<file path="src/rtl/counter_day_month_pkg.sv">
// rtl/counter_day_month_pkg.sv - shared calendar constants and BCD helpers
//
// Purpose : month numbers, month-length day counts and a BCD-to-binary
//           helper shared by the calendar counters and the alarm compare.
// Contents: bcd2_t (two-digit BCD value), FEB..DEC month numbers,
//           DAYS_28..DAYS_31, bcd2bin().
package counter_day_month_pkg;

    typedef struct packed {
        logic [3:0] ten;
        logic [3:0] unit;
    } bcd2_t;

    localparam logic [5:0] FEB = 6'd2;
    localparam logic [5:0] APR = 6'd4;
    localparam logic [5:0] JUN = 6'd6;
    localparam logic [5:0] SEP = 6'd9;
    localparam logic [5:0] NOV = 6'd11;
    localparam logic [5:0] DEC = 6'd12;

    localparam logic [4:0] DAYS_28 = 5'd28;
    localparam logic [4:0] DAYS_29 = 5'd29;
    localparam logic [4:0] DAYS_30 = 5'd30;
    localparam logic [4:0] DAYS_31 = 5'd31;

    // ten*10 + unit, built from shifts; 6 bits covers any two digits up to 39.
    function automatic logic [5:0] bcd2bin(input logic [3:0] ten, input logic [3:0] unit);
        bcd2bin = ({2'b00, ten} << 3) + ({2'b00, ten} << 1) + {2'b00, unit};
    endfunction

endpackage

</file>
<file path="src/rtl/Led7thanh.sv">
// rtl/Led7thanh.sv - BCD digit to 7-segment decoder
//
// Purpose : drives one common-anode digit, segments active-low.
// Ports   : num [3:0] BCD digit in; seg [6:0] = {g,f,e,d,c,b,a}, 0 = lit.
//           Codes above 9 blank the digit.
module Led7thanh (
    input  logic [3:0] num,
    output logic [6:0] seg
);

    always_comb begin
        seg = 7'b1111111;
        case (num)
            4'd0: seg = 7'b1000000;
            4'd1: seg = 7'b1111001;
            4'd2: seg = 7'b0100100;
            4'd3: seg = 7'b0110000;
            4'd4: seg = 7'b0011001;
            4'd5: seg = 7'b0010010;
            4'd6: seg = 7'b0000010;
            4'd7: seg = 7'b1111000;
            4'd8: seg = 7'b0000000;
            4'd9: seg = 7'b0010000;
            default: seg = 7'b1111111;
        endcase
    end

endmodule

</file>
<file path="src/rtl/counter_day_month_month_length.sv">
// rtl/counter_day_month_month_length.sv - number of days in the current month
//
// Purpose : purely combinational month length lookup.
// Ports   : mon_ten/mon_unit [3:0] BCD month; leap_year 1 = Feb has 29 days;
//           days [4:0] length of that month (28..31).
module counter_day_month_month_length
    import counter_day_month_pkg::*;
(
    input  logic [3:0] mon_ten,
    input  logic [3:0] mon_unit,
    input  logic       leap_year,
    output logic [4:0] days
);

    logic [5:0] mon;

    assign mon = bcd2bin(mon_ten, mon_unit);

    always_comb begin
        days = DAYS_31;
        case (mon)
            FEB:                days = leap_year ? DAYS_29 : DAYS_28;
            APR, JUN, SEP, NOV: days = DAYS_30;
            default:            days = DAYS_31;
        endcase
    end

endmodule

</file>
<file path="src/rtl/counter_day_month.sv">
// rtl/counter_day_month.sv - calendar day/month counter with year carry
//
// Purpose : advances the BCD day on each cd1 pulse, rolls months by month
//           length and emits cy1 on the Dec 31 -> Jan 01 rollover.
// Ports   : clk, reset (async, active-high); cd1 day-carry pulse in;
//           leap_year from the year counter; cy1 year-carry out (same cycle
//           as the cd1 that rolls the year); seg_d1/seg_d2 day units/tens,
//           seg_m1/seg_m2 month units/tens, Led7thanh encoding.
module counter_day_month
    import counter_day_month_pkg::*;
#(
    parameter int RESET_DAY   = 1,
    parameter int RESET_MONTH = 1
) (
    input  logic       clk,
    input  logic       reset,
    input  logic       cd1,
    input  logic       leap_year,
    output logic       cy1,
    output logic [6:0] seg_d1,
    output logic [6:0] seg_d2,
    output logic [6:0] seg_m1,
    output logic [6:0] seg_m2
);

    localparam logic [3:0] RST_DAY_TEN  = 4'(RESET_DAY / 10);
    localparam logic [3:0] RST_DAY_UNIT = 4'(RESET_DAY % 10);
    localparam logic [3:0] RST_MON_TEN  = 4'(RESET_MONTH / 10);
    localparam logic [3:0] RST_MON_UNIT = 4'(RESET_MONTH % 10);

    bcd2_t      day;
    bcd2_t      mon;
    logic [4:0] month_len;
    logic [5:0] day_bin;
    logic [5:0] mon_bin;
    logic       day_last;
    logic       is_dec;

    counter_day_month_month_length u_month_length (
        .mon_ten   (mon.ten),
        .mon_unit  (mon.unit),
        .leap_year (leap_year),
        .days      (month_len)
    );

    assign day_bin = bcd2bin(day.ten, day.unit);
    assign mon_bin = bcd2bin(mon.ten, mon.unit);

    // >= rather than == so an out-of-range day (Feb 29 in a common year)
    // still rolls to the 1st of the next month instead of running on.
    assign day_last = day_bin >= {1'b0, month_len};
    assign is_dec   = mon_bin == DEC;

    // Year carry is combinational so the year counter steps on the same edge
    // that the date becomes 01/01. Masked by reset so a reset landing on a
    // Dec 31 cd1 never counts a year.
    assign cy1 = cd1 && !reset && is_dec && (day_bin == 6'd31);

    always_ff @(posedge clk or posedge reset) begin
        if (reset) begin
            day.ten  <= RST_DAY_TEN;
            day.unit <= RST_DAY_UNIT;
            mon.ten  <= RST_MON_TEN;
            mon.unit <= RST_MON_UNIT;
        end else if (cd1) begin
            if (!day_last) begin
                if (day.unit == 4'd9) begin
                    day.unit <= 4'd0;
                    day.ten  <= day.ten + 4'd1;
                end else begin
                    day.unit <= day.unit + 4'd1;
                end
            end else begin
                day.ten  <= 4'd0;
                day.unit <= 4'd1;
                if (is_dec) begin
                    mon.ten  <= 4'd0;
                    mon.unit <= 4'd1;
                end else if (mon.unit == 4'd9) begin
                    mon.ten  <= 4'd1;
                    mon.unit <= 4'd0;
                end else begin
                    mon.unit <= mon.unit + 4'd1;
                end
            end
        end
    end

    Led7thanh u_seg_d1 (.num(day.unit), .seg(seg_d1));
    Led7thanh u_seg_d2 (.num(day.ten),  .seg(seg_d2));
    Led7thanh u_seg_m1 (.num(mon.unit), .seg(seg_m1));
    Led7thanh u_seg_m2 (.num(mon.ten),  .seg(seg_m2));

endmodule

</file>
<file path="config.mk">
export PLATFORM = sky130hd
export DESIGN_NAME = counter_day_month
export DESIGN_NICKNAME = d
export VERILOG_FILES = /design/src/rtl/counter_day_month_pkg.sv /design/src/rtl/Led7thanh.sv /design/src/rtl/counter_day_month_month_length.sv /design/src/rtl/counter_day_month.sv
export SDC_FILE = /design/constraint.sdc
export NUM_CORES = 1
export LEC_CHECK = 0
export BUFFER_PORTS_ARGS = -buffer_cell sky130_fd_sc_hd__buf_4
export CAP_MARGIN = 5
export CORE_ASPECT_RATIO = 1.25
export CORE_MARGIN = 10
export CORE_UTILIZATION = 35
export CTS_BUF_LIST = sky130_fd_sc_hd__clkbuf_4 sky130_fd_sc_hd__clkbuf_8 sky130_fd_sc_hd__clkbuf_16
export DETAILED_ROUTE_END_ITERATION = 16
export PLACE_DENSITY = 0.66
export RECOVER_POWER = 50
export SYNTH_ARGS = -nofsm -noshare
export SYNTH_HDL_FRONTEND = slang
export SYNTH_SLANG_ARGS = --single-unit
</file>
<file path="constraint.sdc">
create_clock -name clk -period 3.35 [get_ports clk]
set_clock_uncertainty 0.15 [all_clocks]
set_input_delay 0.335 -clock clk [delete_from_list [all_inputs] [get_ports clk]]
set_output_delay 0.335 -clock clk [all_outputs]
set_load 0.05 [all_outputs]
</file>
==> results of run 1 <==
-- critical path: stages (launching register included) --
cell	delay [ns]
dfrtp_2	0.40
clkinvlp_4	0.16
fa_1	0.52
inv_1	0.07
fa_1	0.43
xor2_1	0.16
and3_4	0.25
nand3_1	0.09
nor3_2	0.15
buf_4	0.23
-- what timing repair did --
| action | 4_1_cts | 5_1_grt |
|---|---|---|
| endpoints found under the setup margin | 0 | 14 |
| hold buffers | 1 | 0 |
| buffers inserted | 0 | 7 |
| hold endpoints to repair | 11 | 0 |
| resized for setup | 0 | 11 |
-- worst max path at each step --
stage | endpoint | depth (start not counted) | slack [ns]
after floorplan | cy1 | 9 | 0.13
after global placement | day[4] | 13 | 0.18
after detailed placement | day[4] | 13 | 0.1
after CTS | cy1 | 9 | 0.06
final | cy1 | 9 | 0.17
after global routing | cy1 | 9 | 0.02
-- state kept, by name (all words and copies together) (netlist names) --
signal  flops
day         8
mon         5
-- layer usage --
metal	vias up	routed length, µm	track usage
met5	-	0	0
li1	822	-	-
met4	0	35	0.0341
met3	2	217	0.0110
met1	733	1880	0.126
met2	29	1840	0.156
-- placed cells by master, fill, tap and decap left out, drive strengths merged, types with 3 or more instances in the layout --
cell type,count
inv,13
nor2,20
and3,5
a21oi,20
a21o,3
nor3,7
or2,3
dfrtp,11
clkbuf,17
ha,27
a31oi,4
and4,3
nand2,24
o21ai,27
buf,31
xor2,4
conb,3
-- cells by family (layout without fill, tap and decap cells) --
logic type               count (synthesis)  in the layout  synth area share
buffers and inverters                   31             64            0.0901
multiplexers                             1              1           0.00879
adder cells (fa/ha/maj)                 29             29             0.221
other                                    2              3           0.00440
AND/OR/NAND/NOR                         75             75             0.225
XOR/XNOR                                 4              4            0.0249
AO/OA/AOI/OAI                           64             64             0.234
flip-flops                              13             13             0.192
-- metrics by stage --
step | cell area (µm²) | utilization | cells | setup slack (ns) | hold WS, ns
2_1_floorplan | 1720 | - | 220 | 0.133 | 0.0660
3_3_place_gp | 1970 | 0.417 | 301 | 0.178 | 0.204
3_5_place_dp | 1970 | 0.417 | 301 | 0.0980 | 0.207
4_1_cts | 2030 | 0.429 | 306 | 0.0603 | 0.255
5_1_grt | 2080 | 0.440 | 313 | 0.0200 | 0.282
6_report | 2080 | 0.440 | 313 | 0.167 | 0.280
-- cell type report --
class	count	area, µm²
repair buffers	45	295
inverters	15	60.1
well taps	60	75.1
clock buffers	4	48.8
flip-flops and latches	13	330
multi-input cells	176	1270
fillers	507	2650
==> results.md, run 1 <==
- Status: completed
- Ys Warns: 0
- Post-route minimum period: 3.18 ns
- Ys async rst share: 1.00
- Slew HR: 0.484
- DR WL/cell: 12.7 µm
- Initial antenna violation count: 0
- R2R depth: 13
- Hold Vio Cnt, Final: 0
- Ant diodes: 0
- Core ar.: 0.00473 mm²
- Area Growth Syn to Fin: 21.8%
- Full die area: 0.00809 mm²
- Clock transition at path regs: 0.06 ns
- Clock root cell: clkbuf_8
- Placer Congestion: 0.840
- Drt first-iter violations: 71
- Synth top area cells: ha_1, dfrtp_1, o21ai_0
- Worst-Margin Slew: 0.774 ns
- Worst Hold Launch: cd1
- Worst hold endpoint: day[1]
- Gr usage total: 0.0966
- Pin count of the biggest net entering global routing: 17
- Final setup vio count: 0
- Crit end category: output pin
- Critical path origin: day[4]
- I/O Pins: 33
- First-pass GRT wire length: 6640 µm
- Sink Count: 13
- Drt drc: 0
- Worst-skew pair later-pin latency: 0.24 ns
- Htree depth: 1
- R2R Setup Slk: 0.21 ns
- Die W: 82.5 µm
- Via density: 5.07
- I/O Buffers: 29
- Yosys cell types: 49
- Post-synth top area share: 0.198
- Area leader, netlist: ha_1
- Max_cap viols: 0
- CTS tree: built
- Crit path max fanout: 5
- Req. time, crit path: 2.86 ns
- Routed WL: 3970 µm
- RSZ-0062 raised after global routing: false
- Cells after synthesis: 219
- Critical Path AT: 2.70 ns
- Hold path depth: 2
- Via count: 1586
- Peak Freq: 314 MHz
- CP Class: flop to output pin
- Final ANT Viol Nets: 0
- Starting density of the core: 0.361
- Number of global-route vias before repair: 1453
- Clk buf depth: 2
- Row cnt: 28
- TritonCTS buffer count: 3
- Mean area per synthesized cell: 7.80 µm²
- DRT Pass-1 Iters: 4
- Top_reg_cell synth: dfrtp_1
- Most common cell in the netlist: ha_1
- Die height: 98.1 µm
- Hpwl dp: 3120 µm
- Synthesized flop and latch total: 13
- Post-Route Setup TNS: 0 ns
- Worst r2r src: mon[4]
- Synth top cells by count: ha_1, nand2_1, o21ai_0
- RR Endpoint: day[4]
- Max-slew violation count: 0
- Post-Synthesis Cell Area: 0.00171 mm²
- Post-synth EDFFs: 0
- Sequential share of the synthesized area: 0.192
- Fin crit share: 0.950
- Share of cells above drive strength 1: 0.245
- Crit start category: flop
- GRT Residual Overflow: 0
- Nets@finish: 287
- Hold crit path type: primary input to flop
Power of run 1 is not shown: default switching activity piles up to over one toggle a cycle in this logic, so the estimate is an artifact.
==> inputs of run 2 (changes only) <==
Settings changed: GPL_TIMING_DRIVEN from default to 0.
==> run 2 against run 1 <==
The run now ends with negative hold slack left. Final area fell by 0.84%. Utilization fell by 0.37 points. Non-clock buffer count did not move. Count of clock-buffer cells in the layout did not move. Critical path depth rose by 4. Flip-flop and latch count did not move. Sequential share of layout area rose by 0.20 points.
==> results.md, run 2 (same netlist as run 1, synthesis figures left out) <==
- Drt drc: 0
- Final setup vio count: 0
- Drt first-iter violations: 32
- I/O Buffers: 29
- Largest register by flop count: day
- Req. time, crit path: 3.38 ns
- Max_cap viols: 0
- DR WL/cell: 12.6 µm
- Critical path's largest stage delay: 0.45 ns
- GRT Residual Overflow: 0
- Routed WL: 3940 µm
- Initial antenna violation count: 0
- Failing checks: negative hold slack
- Clock root cell: clkbuf_8
- Hold crit path type: primary input to async pin
- CTS tree: built
- Number of flip-flops in the largest register: 8
- Hold Vio Cnt, Final: 10
- FILL cells: 505
- Full die area: 0.00809 mm²
- Crit path max fanout: 7
- Post-Route Setup TNS: 0 ns
- Max-slew violation count: 0
- Post-CTS Setup Inserts: 0
- CP top delay family: compound AO/OA/AOI/OAI gates
- Fin crit share: 0.953
- First-pass GRT wire length: 6710 µm
- Row cnt: 28
- Pin count of the biggest net entering global routing: 15
- Placer Congestion: 0.762
- Worst path most repeated cell: ha_1
- Slew HR: 0.601
- Cell area after layout: 0.00206 mm²
- Die W: 82.5 µm
- Final ANT Viol Nets: 0
- Post-route minimum period: 3.19 ns
- Multi-input gate area: 0.00127 mm²
- Via density: 5.04
- Critical Path AT: 3.23 ns
- I/O Pins: 33
- Commonest cells after routing, fill and taps aside: ha_1, buf_4, nand2_1
- Worst-skew pair later-pin latency: 0.25 ns
- Worst-Margin Slew: 0.601 ns
- Clock transition at path regs: 0.06 ns
- Htree depth: 1
- Number of global-route vias before repair: 1497
- Die height: 98.1 µm
- Final WS setup: 0.157 ns
- Sink Count: 13
- Storage element area: 332 µm²
- Critical path buffers and inverters: 0
- Starting density of the core: 0.361
- Post-cts hold buffer count: 0
- Peak Freq: 313 MHz
- Placed inst area: 0.00201 mm²
- Status: finished, violations left
- Share of cells above drive strength 1: 0.241
- Gr usage total: 0.0996
- Biggest regs: day: 8 flops, mon: 5 flops
- Via count: 1577
- Area Growth Syn to Fin: 20.8%
- Ant diodes: 0
- Nets@finish: 287
- Worst Hold Slack: -0.00494 ns
- TritonCTS buffer count: 3
- Crit start category: flop
- Hpwl dp: 3140 µm
- Dpl ws: 0.0171 ns
- Crit end category: flop
- Cell Chain, Critical Path: ha_2 -> ha_1 -> xor2_1 -> nor2_1 -> nand3b_1 -> a21oi_1 -> o21ai_0 -> ha_1 -> or2b_1 -> a21o_1 -> a211o_4 -> o21ai_1 -> a22o_1
- Clk buf depth: 2
- DRT Pass-1 Iters: 4
- RSZ-0062 raised after global routing: false
- CP Class: flop to flop
- CP max-delay cell: dfrtp_2
- Core ar.: 0.00473 mm²
-- run 2: cell count changes in the layout (fill, tap and decap cells not counted), sizes merged --
| cell | change |
|---|---|
| clkbuf | +2 |
| buf | -1 |
| dlygate4sd3 | -1 |
| clkinv | -1 |
| inv | +2 |
| clkinvlp | -1 |
-- run 2: path summary, 6_finish.rpt --
| kind | start | end | slack (ns) | cells past startpoint |
|---|---|---|---|---|
| max in group asynchronous | reset | day[4] | 2.65 | 2 |
| setup / recovery | mon[4] | day[6] | 0.16 | 13 |
| min in group clk | cd1 | day[2] | 0.41 | 4 |
| hold / removal | reset | mon[2] | -0.005 | 2 |
| hold reg to reg | mon[1] | mon[1] | 0.45 | 2 |
| setup reg to reg | mon[4] | day[6] | 0.16 | 13 |
-- run 2: layer usage --
layer	wire length (µm)	GRT usage	part of all wire	vias up
li1	-	-	-	820
met1	1790	0.121	0.45	721
met2	1900	0.167	0.48	31
met3	188	0.0128	0.048	5
met4	57	0.0433	0.014	0
met5	0	0	0	-
-- run 2: area by class of cell --
class                   count  area share
inverters                  15      0.0285
flip-flops and latches     13       0.161
plain buffers              16      0.0473
repair buffers             29      0.0891
multi-input cells         176       0.614
well taps                  60      0.0364
clock buffers               4      0.0237
-- run 2: worst register-to-register path, cell delays in order (launching register included) --
cell      delay (ns)
dfrtp_2         0.45
ha_2            0.21
ha_1            0.20
xor2_1          0.16
nor2_1          0.17
nand3b_1        0.09
a21oi_1         0.12
o21ai_0         0.12
ha_1            0.29
or2b_1          0.22
a21o_1          0.22
a211o_4         0.40
o21ai_1         0.16
a22o_1          0.16
-- run 2: through the flow --
| step | hold WS (ns) | std cells | util |
|---|---|---|---|
| 4_1_cts | 0.0103 | 313 | 0.437 |
| 3_5_place_dp | 0.276 | 309 | 0.425 |
| 2_1_floorplan | 0.0660 | 220 | - |
| 5_1_grt | 0.0415 | 313 | 0.436 |
| 6_report | -0.00494 | 313 | 0.436 |
| 3_3_place_gp | 0.267 | 309 | 0.425 |
-- run 2: repair_timing --
item | CTS | global route
gates cloned | 0 | 0
endpoints found under the setup margin | 4 | 12
resized for setup | 2 | 10
pin swaps | 0 | 5
Power of run 2 is left out for the same reason.
==> inputs of run 3 (changes only) <==
Settings changed: CORE_UTILIZATION 35 to 30, PLACE_DENSITY 0.66 to 0.58, SLEW_MARGIN from default to 0, SYNTH_HIERARCHICAL from default to 1.
==> run 3 against run 2 <==
The run ends with negative hold slack, negative setup slack left. Highest routed layer unchanged. Register-to-register slack lost 0.33 ns. Worst hold slack lost 0.0044 ns. Via count grew 30%. Critical path type unchanged.
==> results.md, run 3 <==
- Cells after synthesis: 280
- TritonCTS buffer count: 3
- R2R Setup Slk: -0.17 ns
- Post-cts hold buffer count: 0
- Post-Route Setup TNS: -1.17 ns
- Clk buf depth: 2
- Area Growth Syn to Fin: 26.0%
- Crit end category: flop
- Hold Vio Cnt, Final: 11
- Ys async rst share: 1.00
- FILL cells: 757
- Full die area: 0.0114 mm²
- Top_reg_cell synth: dfrtp_1
- Storage element area: 334 µm²
- Sequential share of the synthesized area: 0.146
- Max_cap viols: 0
- Clock transition at path regs: 0.06 ns
- Yosys cell types: 53
- Clock root cell: clkbuf_8
- CP Class: flop to flop
- Worst-skew pair later-pin latency: 0.24 ns
- Biggest regs: day: 8 flops, mon: 5 flops
- Via density: 4.75
- I/O Buffers: 29
- Commonest cells after routing, fill and taps aside: ha_1, buf_4, inv_1
- Synth top cells by count: ha_1, inv_1, o21ai_0
- Slew HR: 0.564
- Die height: 117 µm
- Gr usage total: 0.0891
- Fin crit share: 1.05
- Drt first-iter violations: 66
- DRT Pass-1 Iters: 4
- Die W: 97.3 µm
- Initial antenna violation count: 0
- Row cnt: 35
- Peak Freq: 284 MHz
- Max-slew violation count: 0
- Worst Hold Slack: -0.00933 ns
- Core ar.: 0.00731 mm²
- Final WS setup: -0.170 ns
- RSZ-0062 raised after global routing: true
- Number of global-route vias before repair: 2061
- RR Endpoint: mon[1]
- Post-synth EDFFs: 0
- Critical Path AT: 3.49 ns
- R2R depth: 13
- Failing checks: negative hold slack, negative setup slack
- Crit path max fanout: 5
- Placer Congestion: 0.811
- I/O Pins: 33
- Ant diodes: 0
- Req. time, crit path: 3.32 ns
- Ys Warns: 6
- Htree depth: 1
- Number of flip-flops in the largest register: 8
- Status: finished, violations left
- Crit start category: flop
- Multi-input gate area: 0.00183 mm²
- Placed inst area: 0.00264 mm²
- Synth top area cells: ha_1, dfrtp_1, o21ai_0
- Post-Synthesis Cell Area: 0.00224 mm²
- GRT Residual Overflow: 0
- Worst r2r src: mon[4]
- Most common cell in the netlist: ha_1
- Nets@finish: 393
- Most common cell after layout, fill and taps aside: ha_1
- Post-route minimum period: 3.52 ns
- Sink Count: 13
- Share of cells above drive strength 1: 0.242
- Hpwl dp: 3920 µm
- Synthesized flop and latch total: 13
- Largest register by flop count: day
- Drt drc: 0
- CTS tree: built
- Via count: 2046
- DR WL/cell: 11.8 µm
- Pin count of the biggest net entering global routing: 15
- Post-synth top area share: 0.251
- Cell area after layout: 0.00283 mm²
- Mean area per synthesized cell: 8.01 µm²
- Worst-Margin Slew: 0.648 ns
- Final setup vio count: 12
- Area leader, netlist: ha_1
- Routed WL: 5070 µm
- Final ANT Viol Nets: 0
- Starting density of the core: 0.307
- First-pass GRT wire length: 8910 µm
- Hold crit path type: primary input to async pin
run 3: changes by cell type in the layout (fill, tap and decap cells not counted), moves of 5 or more:
cell and delta:
inv_1 +17, ha_1 +17, a21oi_1 -5, clkbuf_1 -7
a31oi_1 +6, nor2_1 +5, nand2b_1 +18, conb_1 +14
nand2_1 -12, buf_4 +12
run 3: metal layers:
metal / track usage / share of wire
met5: 0 / 0
met4: 0.0214 / 0.010
met3: 0.0254 / 0.052
met2: 0.171 / 0.51
met1: 0.0938 / 0.43
run 3: stage by stage:
stage | setup slack [ns] | instances | utilization
2_1_floorplan | -0.0390 | 295 | -
3_3_place_gp | -0.271 | 416 | 0.362
3_5_place_dp | -0.316 | 416 | 0.362
4_1_cts | -0.170 | 427 | 0.380
5_1_grt | -0.326 | 431 | 0.386
6_report | -0.170 | 431 | 0.386
run 3: layout make-up:
cell class                      instances  share of cell area
Buffer                                 13              0.0332
Tap cell                               92              0.0407
Timing Repair Buffer                   40               0.101
Inverter                               32              0.0425
Multi-Input combinational cell        237               0.647
Sequential cell                        13               0.118
Clock buffer                            4              0.0173
run 3: how the worst max path moves through the flow:
stage	from	endpoint	slack [ns]	depth (start not counted)
floorplan	mon[3]	mon[1]	-0.04	13
global placement	mon[4]	mon[1]	-0.27	13
detailed placement	mon[4]	mon[1]	-0.32	13
CTS	mon[4]	mon[1]	-0.17	13
global route	mon[4]	mon[4]	-0.33	13
finish	mon[4]	mon[1]	-0.17	13
run 3: logic make-up after synthesis:
group	Yosys count	synth area share
adder cells (fa/ha/maj)	49	0.287
AND/OR/NAND/NOR	90	0.225
buffers and inverters	45	0.0959
other	2	0.00335
flip-flops	13	0.146
XOR/XNOR	4	0.0156
multiplexers	3	0.0156
AO/OA/AOI/OAI	74	0.211
run 3: critical path, cell delays in order (launching register included):
cell and delay (ns):
dfrtp_2 0.43, fa_1 0.55, inv_2 0.05, fa_2 0.37
xnor2_2 0.14, and4bb_2 0.26, o21ai_2 0.11, inv_1 0.06
ha_2 0.17, a211o_1 0.28, a31oi_4 0.21, o2111a_4 0.28
nor2_4 0.06, mux2_4 0.30
run 3: timing repair:
item / CTS / global route
buffers inserted: 7 / 4
endpoints found under the setup margin: 13 / 14
resized for setup: 7 / 10
pin swaps: 4 / 8
Power of run 3 is left out for the same reason.
